**config.mk**
```make
export PLATFORM = sky130hd
export DESIGN_NAME = pcpi_initiator
export DESIGN_NICKNAME = d
export VERILOG_FILES = /design/src/rtl/pcpi_initiator.sv
export SDC_FILE = /design/constraint.sdc
export NUM_CORES = 1
export LEC_CHECK = 0
export BUFFER_PORTS_ARGS = -buffer_cell sky130_fd_sc_hd__buf_2
export CORE_ASPECT_RATIO = 0.8
export CORE_UTILIZATION = 44
export DETAILED_ROUTE_END_ITERATION = 10
export PLACE_DENSITY = 0.9
export SYNTH_ARGS = -nofsm -noshare
export SYNTH_HDL_FRONTEND = slang
export SYNTH_SLANG_ARGS = --single-unit
```
**constraint.sdc**
```tcl
create_clock -name clk -period 2.1 [get_ports clk]
set_input_delay 0.315 -clock clk [delete_from_list [all_inputs] [get_ports clk]]
set_output_delay 0.315 -clock clk [all_outputs]
set_load 0.1 [all_outputs]
```
**src/rtl/pcpi_initiator.sv**
```systemverilog
// pcpi_initiator
//   CPU-side master for the PCPI coprocessor interface. Accepts one command at
//   a time on a valid/ready command port, issues it to a PCPI responder, and
//   returns the responder's result (or an illegal-instruction flag when no
//   responder claims the instruction in time) on a valid/ready response port.
//
// Ports
//   clk, resetn            clock; synchronous reset, active-high (asserted = 1)
//   cmd_valid/cmd_ready    command handshake (cmd_ready = idle)
//   cmd_insn/rs1/rs2       command instruction word and operands
//   rsp_valid/rsp_ready    response handshake
//   rsp_data/rsp_wr        captured pcpi_rd / pcpi_wr (both 0 when illegal)
//   rsp_illegal            no responder claimed the instruction before timeout
//   pcpi_valid/insn/rs1/rs2  registered request to the coprocessor
//   pcpi_ready/wr/rd/wait  coprocessor result, write-enable, data, busy
module pcpi_initiator #(
  parameter int unsigned TIMEOUT_CYCLES = 16,
  parameter int unsigned CTR_W          = 5
) (
  input  logic        clk,
  input  logic        resetn,
  input  logic        cmd_valid,
  output logic        cmd_ready,
  input  logic [31:0] cmd_insn,
  input  logic [31:0] cmd_rs1,
  input  logic [31:0] cmd_rs2,
  output logic        rsp_valid,
  input  logic        rsp_ready,
  output logic [31:0] rsp_data,
  output logic        rsp_wr,
  output logic        rsp_illegal,
  output logic        pcpi_valid,
  output logic [31:0] pcpi_insn,
  output logic [31:0] pcpi_rs1,
  output logic [31:0] pcpi_rs2,
  input  logic        pcpi_ready,
  input  logic        pcpi_wr,
  input  logic [31:0] pcpi_rd,
  input  logic        pcpi_wait
);

  typedef enum logic [1:0] {
    IDLE,
    ISSUE,
    RESP
  } state_t;

  localparam logic [CTR_W-1:0] CTR_LAST = CTR_W'(TIMEOUT_CYCLES - 1);

  state_t            state_q, state_d;
  logic [CTR_W-1:0]  ctr_q, ctr_d;
  logic              pcpi_valid_q, pcpi_valid_d;
  logic [31:0]       pcpi_insn_q, pcpi_insn_d;
  logic [31:0]       pcpi_rs1_q, pcpi_rs1_d;
  logic [31:0]       pcpi_rs2_q, pcpi_rs2_d;
  logic              rsp_valid_q, rsp_valid_d;
  logic [31:0]       rsp_data_q, rsp_data_d;
  logic              rsp_wr_q, rsp_wr_d;
  logic              rsp_illegal_q, rsp_illegal_d;

  assign cmd_ready   = (state_q == IDLE);
  assign pcpi_valid  = pcpi_valid_q;
  assign pcpi_insn   = pcpi_insn_q;
  assign pcpi_rs1    = pcpi_rs1_q;
  assign pcpi_rs2    = pcpi_rs2_q;
  assign rsp_valid   = rsp_valid_q;
  assign rsp_data    = rsp_data_q;
  assign rsp_wr      = rsp_wr_q;
  assign rsp_illegal = rsp_illegal_q;

  always_comb begin
    state_d       = state_q;
    ctr_d         = ctr_q;
    pcpi_valid_d  = pcpi_valid_q;
    pcpi_insn_d   = pcpi_insn_q;
    pcpi_rs1_d    = pcpi_rs1_q;
    pcpi_rs2_d    = pcpi_rs2_q;
    rsp_valid_d   = rsp_valid_q;
    rsp_data_d    = rsp_data_q;
    rsp_wr_d      = rsp_wr_q;
    rsp_illegal_d = rsp_illegal_q;

    unique case (state_q)
      IDLE: begin
        if (cmd_valid) begin
          pcpi_insn_d  = cmd_insn;
          pcpi_rs1_d   = cmd_rs1;
          pcpi_rs2_d   = cmd_rs2;
          pcpi_valid_d = 1'b1;
          ctr_d        = '0;
          state_d      = ISSUE;
        end
      end

      ISSUE: begin
        // Ready beats wait, and both beat the timeout in the same cycle.
        if (pcpi_ready) begin
          rsp_data_d    = pcpi_rd;
          rsp_wr_d      = pcpi_wr;
          rsp_illegal_d = 1'b0;
          pcpi_valid_d  = 1'b0;
          rsp_valid_d   = 1'b1;
          state_d       = RESP;
        end else if (pcpi_wait) begin
          ctr_d = '0;
        end else if (ctr_q == CTR_LAST) begin
          rsp_data_d    = '0;
          rsp_wr_d      = 1'b0;
          rsp_illegal_d = 1'b1;
          pcpi_valid_d  = 1'b0;
          rsp_valid_d   = 1'b1;
          state_d       = RESP;
        end else begin
          ctr_d = ctr_q + CTR_W'(1);
        end
      end

      RESP: begin
        if (rsp_ready) begin
          rsp_valid_d = 1'b0;
          state_d     = IDLE;
        end
      end

      default: state_d = IDLE;
    endcase
  end

  always_ff @(posedge clk) begin
    if (resetn) begin
      state_q       <= IDLE;
      ctr_q         <= '0;
      pcpi_valid_q  <= 1'b0;
      pcpi_insn_q   <= '0;
      pcpi_rs1_q    <= '0;
      pcpi_rs2_q    <= '0;
      rsp_valid_q   <= 1'b0;
      rsp_data_q    <= '0;
      rsp_wr_q      <= 1'b0;
      rsp_illegal_q <= 1'b0;
    end else begin
      state_q       <= state_d;
      ctr_q         <= ctr_d;
      pcpi_valid_q  <= pcpi_valid_d;
      pcpi_insn_q   <= pcpi_insn_d;
      pcpi_rs1_q    <= pcpi_rs1_d;
      pcpi_rs2_q    <= pcpi_rs2_d;
      rsp_valid_q   <= rsp_valid_d;
      rsp_data_q    <= rsp_data_d;
      rsp_wr_q      <= rsp_wr_d;
      rsp_illegal_q <= rsp_illegal_d;
    end
  end

endmodule

```
==> key figures, run 1 <==
STA
  – Max-Slew Margin vs Limit: 66.2%
  – Setup slack after layout: 0.224 ns
  – Final hold violation count: 0
  – Post-Route Setup TNS: 0 ns
  – Fin crit share: 89.3%
  – Maximum clock skew at final layout: 0.00841 ns
  – Total of endpoints with negative setup slack in the final report: 0
  – Highest clock rate: 533 MHz
  – Final Max Tran Viols: 0
  – RSZ-0062 raised after global routing: false
  – Final Critical Period: 1.88 ns
  – Actual transition at the worst max-transition pin: 0.511 ns

Worst setup path
  – Arrival time at the worst endpoint: 2.16 ns
  – Launching element of the worst setup path: ctr_q[0]$_SDFFE_PP0P_
  – Worst path max stage delay: 0.36 ns
  – Source of the worst register-to-register timing path: ctr_q[0]$_SDFFE_PP0P_
  – Type of element launching the critical path: flip-flop
  – WP buf/inv: 1
  – Most frequent cell on the critical path: sky130_fd_sc_hd__ha_1
  – Reg-to-reg slack, setup: 0.22 ns
  – Kind of capture point of the worst setup path: flip-flop
  – Critical-path cell with the highest stage delay: sky130_fd_sc_hd__dfxtp_1
  – Worst-case reg-to-reg path depth: 8
  – Reg2reg end: rsp_data[20]$_SDFFE_PP0P_
  – Critical Path Stages: 8
  – WP data required: 2.39 ns
  – Category of the critical setup timing path: flip-flop to flip-flop
  – Worst Path Max Fanout: 24
  – Crit-path cells: ha_1 -> and3_1 -> ha_1 -> nor2b_1 -> o21ai_2 -> buf_4 -> a22oi_1 -> nor2_1
  – Kind of cell with the highest combined delay on the critical path: simple AND/OR/NAND/NOR gates

Outcome
  – Status: finished clean

Flow run
  – Reported max-cap violation count: 0

Cells and area
  – Diodes inserted: 0
  – Most common cell after layout, fill and taps aside: sky130_fd_sc_hd__buf_2
  – Commonest non-fill, non-tap cells in the layout: sky130_fd_sc_hd__buf_2, sky130_fd_sc_hd__nand2_1, sky130_fd_sc_hd__dfxtp_1, sky130_fd_sc_hd__a21oi_1, sky130_fd_sc_hd__nor2_1
  – Layout cells sized above 1: 37.0%
  – Layout-stage area growth over the synthesis result: 41.1%
  – Number of nets in the finished design: 971
  – Number of fill cells in the layout: 883

Placed design
  – Count of input and output buffers: 267
  – Final HPWL from detailed placement: 9.09 mm
  – Setup slack at placement: 0.249 ns
  – Placer congestion estimate: 0.779

Clocking
  – Post-CTS setup buffers: 0
  – CTS hold repair buffers: 0
  – Post_cts resized: 0
  – Clock input transition at the sequential cells of the worst setup and hold paths: 0.06 ns
  – Clk_lat worst skew: 0.41 ns
  – Master cell of the clock root buffer: sky130_fd_sc_hd__clkbuf_16
  – CTS H-tree depth: 4
  – Maximum number of buffers from clock root to sink: 2
  – Clock tree from TritonCTS: done
  – TritonCTS Sinks: 139
  – Number of buffers added by the clock tree synthesis step: 17

Min path
  – HP Class: primary input to flip-flop
  – Worst Hold Endpoint: pcpi_insn[21]$_SDFFE_PP0P_
  – Hold_sp: cmd_insn[21]
  – Hold Path Cell Cnt: 3

Logic synthesis
  – Post-synthesis xor/xnor area fraction: 0%
  – Number of synthesized register bits: 139
  – Mapped Area: 4870 um2
  – Post-synth top area cell: sky130_fd_sc_hd__dfxtp_1
  – Synthesized area divided by synthesized cell count: 8.37 um2
  – Count of synthesis-stage warnings from yosys: 0
  – Share of cell area taken by muxes after synthesis: 0%
  – Compound-Gate Fraction of Synth Area: 17.0%
  – Share of synthesized cell area in full adder, half adder and majority cells: 0.513%
  – Count of unique library cells instantiated by Yosys: 30
  – Combinational family with the most area after synthesis: simple AND/OR/NAND/NOR gates
  – Area share of the largest cell type after synthesis: 57.1%
  – Simple-gate share of the synthesized area: 20.3%
  – Cells taking the most area after synthesis: sky130_fd_sc_hd__dfxtp_1, sky130_fd_sc_hd__nand2_1, sky130_fd_sc_hd__a21oi_1, sky130_fd_sc_hd__a22oi_1, sky130_fd_sc_hd__nor2_1
  – Sequential area share after synthesis: 57.1%
  – Number of instances in the synthesized netlist: 582
  – Net count of the mapped netlist: 719

Drt
  – Count of nets left with antenna violations after detail routing: 0
  – Routed wirelength normalized by instance count: 13.3 um
  – Drt first-iter violations: 284
  – First drt pass iteration count: 4
  – Average vias per placed instance: 4.89
  – Number of remaining DRC errors: 0
  – Wire length after detailed routing: 13.2 mm
  – Total via count in the routed design: 4829

Global routing
  – Initial antenna violation count: 0
  – Total global-route track usage: 21.8%
  – Maximum number of pins on one net before global-route repair: 97
  – Via count of the first global-routing pass: 4211
  – Total congestion overflow: 0
  – Global-route wire length before repair: 19.9 mm

Die
  – Starting density of the core: 46.5%
  – I/O pin total: 268
  – Die ar.: 11500 um2
  – DIE HEIGHT: 96.1 um
  – Die width: 120 um
  – Count of standard-cell rows: 33
  – CORE AREA: 10500 um2

Pwr
  – Portion of total power attributed to the clock network: 38.8%
  – Maximum vdd drop: 823 uV
  – Register share of total power: 37.8%
  – P_leak: 3.31 nW
  – Power density over cell area: 1100 nW/um2
  – Combinational share of power: 23.4%
  – Internal power summed over all cells: 4.94 mW
  – Switching power: 2.63 mW
  – Switching share of power: 34.8%
==> power groups by stage <==
stage / logic [mW] / clock network, mW / registers [mW]
floorplan: 0.367 / 0 / 3.97
global placement: 1.75 / 0 / 2.91
detailed placement: 1.77 / 0 / 2.92
CTS: 1.78 / 2.98 / 2.87
global route: 1.85 / 3.11 / 2.88
finish: 1.77 / 2.94 / 2.87
==> worst min-delay path: stages <==
cell and delay (ns):
sky130_fd_sc_hd__buf_2 0.09, sky130_fd_sc_hd__nand2_1 0.05, sky130_fd_sc_hd__a21oi_1 0.05
==> stage by stage <==
step                power [mW]  hold WS [ns]  area [um2]  utilization, %  std cells
floorplan                 4.34         0.425        4880               -        582
global placement          4.67         0.439        6280            59.9        955
detailed placement        4.69         0.443        6280            59.9        955
CTS                       7.62         0.123        6880            65.6        987
global route              7.85         0.135        6880            65.6        987
finish                    7.57         0.139        6880            65.6        987
==> metal layers <==
metal  track usage [%]  vias to the layer above  wire length, um
li1                  -                     2426                -
met1              25.7                     2213             5500
met2              38.4                      166             6680
met3              5.39                       24              741
met4              8.65                        0              239
met5                 0                        -                0
==> cell type report <==
type | instances | area (um2) | share of cell area, %
sequential | 139 | 2780 | 40.5
multi-input combinational | 396 | 1850 | 27.0
timing repair buffer | 276 | 1460 | 21.2
clock buffer | 20 | 457 | 6.64
tap | 140 | 175 | 2.55
clock inverter | 12 | 138 | 2.00
inverter | 4 | 15.0 | 0.218
==> flip-flops by register name, summed over array words and instances, names as in the netlist <==
name,count
pcpi_rs1,32
pcpi_valid,1
rsp_wr,1
rsp_data,32
state_q,2
rsp_valid,1
rsp_illegal,1
pcpi_rs2,32
pcpi_insn,32
ctr_q,5
==> Yosys cell counts <==
cell type and count:
sky130_fd_sc_hd__nor3_1 5, sky130_fd_sc_hd__nor4_1 1, sky130_fd_sc_hd__dfxtp_1 139, sky130_fd_sc_hd__buf_2 19
sky130_fd_sc_hd__nor2_1 36, sky130_fd_sc_hd__o21ai_0 3, sky130_fd_sc_hd__inv_1 4, sky130_fd_sc_hd__nand4bb_1 1
sky130_fd_sc_hd__ha_1 2, sky130_fd_sc_hd__nand3_1 2, sky130_fd_sc_hd__buf_6 3, sky130_fd_sc_hd__a31oi_1 1
sky130_fd_sc_hd__nor3b_1 1, sky130_fd_sc_hd__nor2b_1 3, sky130_fd_sc_hd__a21o_1 2, sky130_fd_sc_hd__o21ai_2 1
sky130_fd_sc_hd__a22o_1 1, sky130_fd_sc_hd__nand2b_1 1, sky130_fd_sc_hd__nor3b_2 1, sky130_fd_sc_hd__a21oi_1 101
sky130_fd_sc_hd__nand2_2 1, sky130_fd_sc_hd__a22oi_1 33, sky130_fd_sc_hd__and3_1 1, sky130_fd_sc_hd__buf_1 1
sky130_fd_sc_hd__nand2_1 195, sky130_fd_sc_hd__a211oi_2 1, sky130_fd_sc_hd__buf_4 7, sky130_fd_sc_hd__o31ai_1 1
sky130_fd_sc_hd__clkbuf_1 13, sky130_fd_sc_hd__and2_1 2
==> cells by family after synthesis <==
family	count (synthesis)
simple gates	250
compound gates	144
flops	139
buf+inv	47
fa+ha+maj	2
==> worst max path at each step <==
stage	endpoint	slack (ns)
2_1_floorplan	pcpi_rs1[22]$_SDFFE_PP0P_	0.07
3_3_place_gp	pcpi_valid$_SDFFE_PP0P_	0.32
3_5_place_dp	rsp_data[0]$_SDFFE_PP0P_	0.25
4_1_cts	rsp_data[20]$_SDFFE_PP0P_	0.23
5_1_grt	rsp_data[0]$_SDFFE_PP0P_	0.04
6_report	rsp_data[20]$_SDFFE_PP0P_	0.22
(Power assumes the default switching activity.)
==> inputs of run 2 (changes only) <==
--- a/config.mk
+++ b/config.mk
@@ -6,10 +6,9 @@
 export NUM_CORES = 1
 export LEC_CHECK = 0
 export BUFFER_PORTS_ARGS = -buffer_cell sky130_fd_sc_hd__buf_2
-export CORE_ASPECT_RATIO = 0.8
 export CORE_UTILIZATION = 44
 export DETAILED_ROUTE_END_ITERATION = 10
-export PLACE_DENSITY = 0.9
+export PLACE_DENSITY = 0.79
 export SYNTH_ARGS = -nofsm -noshare
 export SYNTH_HDL_FRONTEND = slang
 export SYNTH_SLANG_ARGS = --single-unit
==> run 2 against run 1 <==
Non-clock buffer count fell by 2. Die area barely moved. Global-route usage rose by 0.51 points. Final cell count fell by 0.20%. Register-to-register slack got worse by 0.03 ns. Clock skew fell by 0.0024 ns. Critical path depth did not move. Largest cell class unchanged.
==> key figures, run 2 (synthesis results as in run 1) <==
Outcome
  – Status: finished clean

STA
  – Max-Slew Margin vs Limit: 58.2%
  – Post-Route Setup TNS: 0 ns
  – Maximum clock skew at final layout: 0.00599 ns
  – Actual transition at the worst max-transition pin: 0.627 ns
  – Setup slack after layout: 0.192 ns
  – Final Max Tran Viols: 0
  – Fin crit share: 90.8%
  – RSZ-0062 raised after global routing: false
  – Final Critical Period: 1.91 ns
  – Total of endpoints with negative setup slack in the final report: 0
  – Final hold violation count: 0
  – Highest clock rate: 524 MHz

Worst setup path
  – Worst Path Max Fanout: 36
  – Worst path max stage delay: 0.37 ns
  – Crit-path cells: ha_1 -> and3_1 -> ha_1 -> nor2b_1 -> o21ai_2 -> buf_12 -> a22oi_1 -> nor2_1
  – Reg-to-reg slack, setup: 0.19 ns
  – Kind of capture point of the worst setup path: flip-flop
  – Critical-path cell with the highest stage delay: sky130_fd_sc_hd__dfxtp_1
  – Type of element launching the critical path: flip-flop
  – Arrival time at the worst endpoint: 2.29 ns
  – Most frequent cell on the critical path: sky130_fd_sc_hd__ha_1
  – Category of the critical setup timing path: flip-flop to flip-flop
  – WP buf/inv: 1
  – Kind of cell with the highest combined delay on the critical path: simple AND/OR/NAND/NOR gates
  – WP data required: 2.48 ns

Die
  – Die width: 107 um
  – I/O pin total: 268
  – DIE HEIGHT: 107 um
  – Count of standard-cell rows: 38
  – Starting density of the core: 45.2%
  – Die ar.: 11500 um2
  – CORE AREA: 10800 um2

Placed design
  – Standard cell area after detailed placement: 6280 um2
  – Placer congestion estimate: 0.758
  – Final HPWL from detailed placement: 8.55 mm
  – Setup slack at placement: 0.268 ns
  – Count of input and output buffers: 267

Clocking
  – Master cell of the clock root buffer: sky130_fd_sc_hd__clkbuf_8
  – Maximum number of buffers from clock root to sink: 2
  – Clock input transition at the sequential cells of the worst setup and hold paths: 0.06 ns
  – Number of buffers added by the clock tree synthesis step: 17
  – Clk_lat worst skew: 0.52 ns
  – Post_cts resized: 0
  – Post-CTS setup buffers: 0
  – CTS H-tree depth: 4
  – TritonCTS Sinks: 139
  – Clock tree from TritonCTS: done
  – CTS hold repair buffers: 0

Flow run
  – Reported max-cap violation count: 0

Cells and area
  – Number of nets in the finished design: 969
  – Most common cell after layout, fill and taps aside: sky130_fd_sc_hd__buf_2
  – Number of fill cells in the layout: 948
  – Commonest non-fill, non-tap cells in the layout: sky130_fd_sc_hd__buf_2, sky130_fd_sc_hd__nand2_1, sky130_fd_sc_hd__dfxtp_1, sky130_fd_sc_hd__a21oi_1, sky130_fd_sc_hd__nor2_1
  – Final std cell area, no fill: 6950 um2
  – Seq. cell area: 2780 um2
  – Layout-stage area growth over the synthesis result: 42.6%
  – Area of combinational cells with multiple inputs: 1850 um2
  – Diodes inserted: 0
  – Layout cells sized above 1: 36.8%

Pwr
  – Maximum vdd drop: 697 uV
  – Power density over cell area: 1150 nW/um2
  – Portion of total power attributed to the clock network: 42.0%
  – P_leak: 3.34 nW
  – Combinational share of power: 22.2%
  – Internal power summed over all cells: 5.38 mW
  – Switching share of power: 32.7%
  – Switching power: 2.61 mW
  – Register share of total power: 35.8%

Drt
  – Wire length after detailed routing: 13.3 mm
  – Average vias per placed instance: 4.86
  – First drt pass iteration count: 4
  – Drt first-iter violations: 314
  – Total via count in the routed design: 4788
  – Routed wirelength normalized by instance count: 13.5 um
  – Count of nets left with antenna violations after detail routing: 0
  – Number of remaining DRC errors: 0

Global routing
  – Global-route wire length before repair: 20.0 mm
  – Via count of the first global-routing pass: 4254
  – Total congestion overflow: 0
  – Initial antenna violation count: 0
  – Total global-route track usage: 22.3%
  – Maximum number of pins on one net before global-route repair: 136

Min path
  – HP Class: primary input to flip-flop
-- run 2: cell types whose count changed in the layout (fill, tap and decap cells not counted), moves of 2 or more --
cell                        delta
sky130_fd_sc_hd__inv_6         -3
sky130_fd_sc_hd__clkbuf_8      +2
sky130_fd_sc_hd__buf_4         -3
sky130_fd_sc_hd__clkinv_4      -2
sky130_fd_sc_hd__bufinv_16     +4
-- run 2: metal layers --
layer / wire (um) / vias to the layer above / track usage [%]
met2: 6510 / 187 / 37.3
met5: 0 / - / 0
met3: 989 / 27 / 6.87
met1: 5450 / 2158 / 25.7
met4: 311 / 0 / 11.2
li1: - / 2416 / -
-- run 2: worst reg2reg max path: cells and delay by family, from the launching register on --
kind | cells | cell delay [ns]
buf+inv | 1 | 0.18
fa+ha+maj | 2 | 0.44
flops | 1 | 0.37
simple gates | 3 | 0.51
compound gates | 2 | 0.28
-- run 2: worst paths after layout --
path | start | to | cells past startpoint
worst max-delay path | ctr_q[0]$_SDFFE_PP0P_ | rsp_data[12]$_SDFFE_PP0P_ | 8
worst min-delay path | cmd_insn[7] | pcpi_insn[7]$_SDFFE_PP0P_ | 3
worst max register to register | ctr_q[0]$_SDFFE_PP0P_ | rsp_data[12]$_SDFFE_PP0P_ | 8
worst min register to register | pcpi_rs1[21]$_SDFFE_PP0P_ | pcpi_rs1[21]$_SDFFE_PP0P_ | 2
-- run 2: final cells by class --
class                           count  share of cell area (%)
Timing Repair Buffer              274                    20.9
Clock inverter                     11                    3.08
Tap cell                          140                    2.52
Inverter                            4                   0.216
Clock buffer                       21                    6.61
Sequential cell                   139                    40.0
Multi-Input combinational cell    396                    26.6
-- run 2: power by group through the flow --
| stage | logic [mW] | clock network [mW] | registers, mW |
|---|---|---|---|
| floorplan | 0.367 | 0 | 3.97 |
| global placement | 1.76 | 0 | 2.91 |
| detailed placement | 1.77 | 0 | 2.92 |
| CTS | 1.77 | 3.41 | 2.86 |
| global route | 1.85 | 3.52 | 2.88 |
| finish | 1.77 | 3.35 | 2.86 |
-- run 2: per-stage QoR --
step           total power, mW  cells  hold slack, ns  utilization, %
2_1_floorplan             4.34    582           0.425               -
3_3_place_gp              4.67    953           0.439            58.1
3_5_place_dp              4.68    953           0.443            58.1
4_1_cts                   8.04    985         0.00692            64.4
5_1_grt                   8.25    985          0.0192            64.4
6_report                  7.98    985          0.0309            64.4
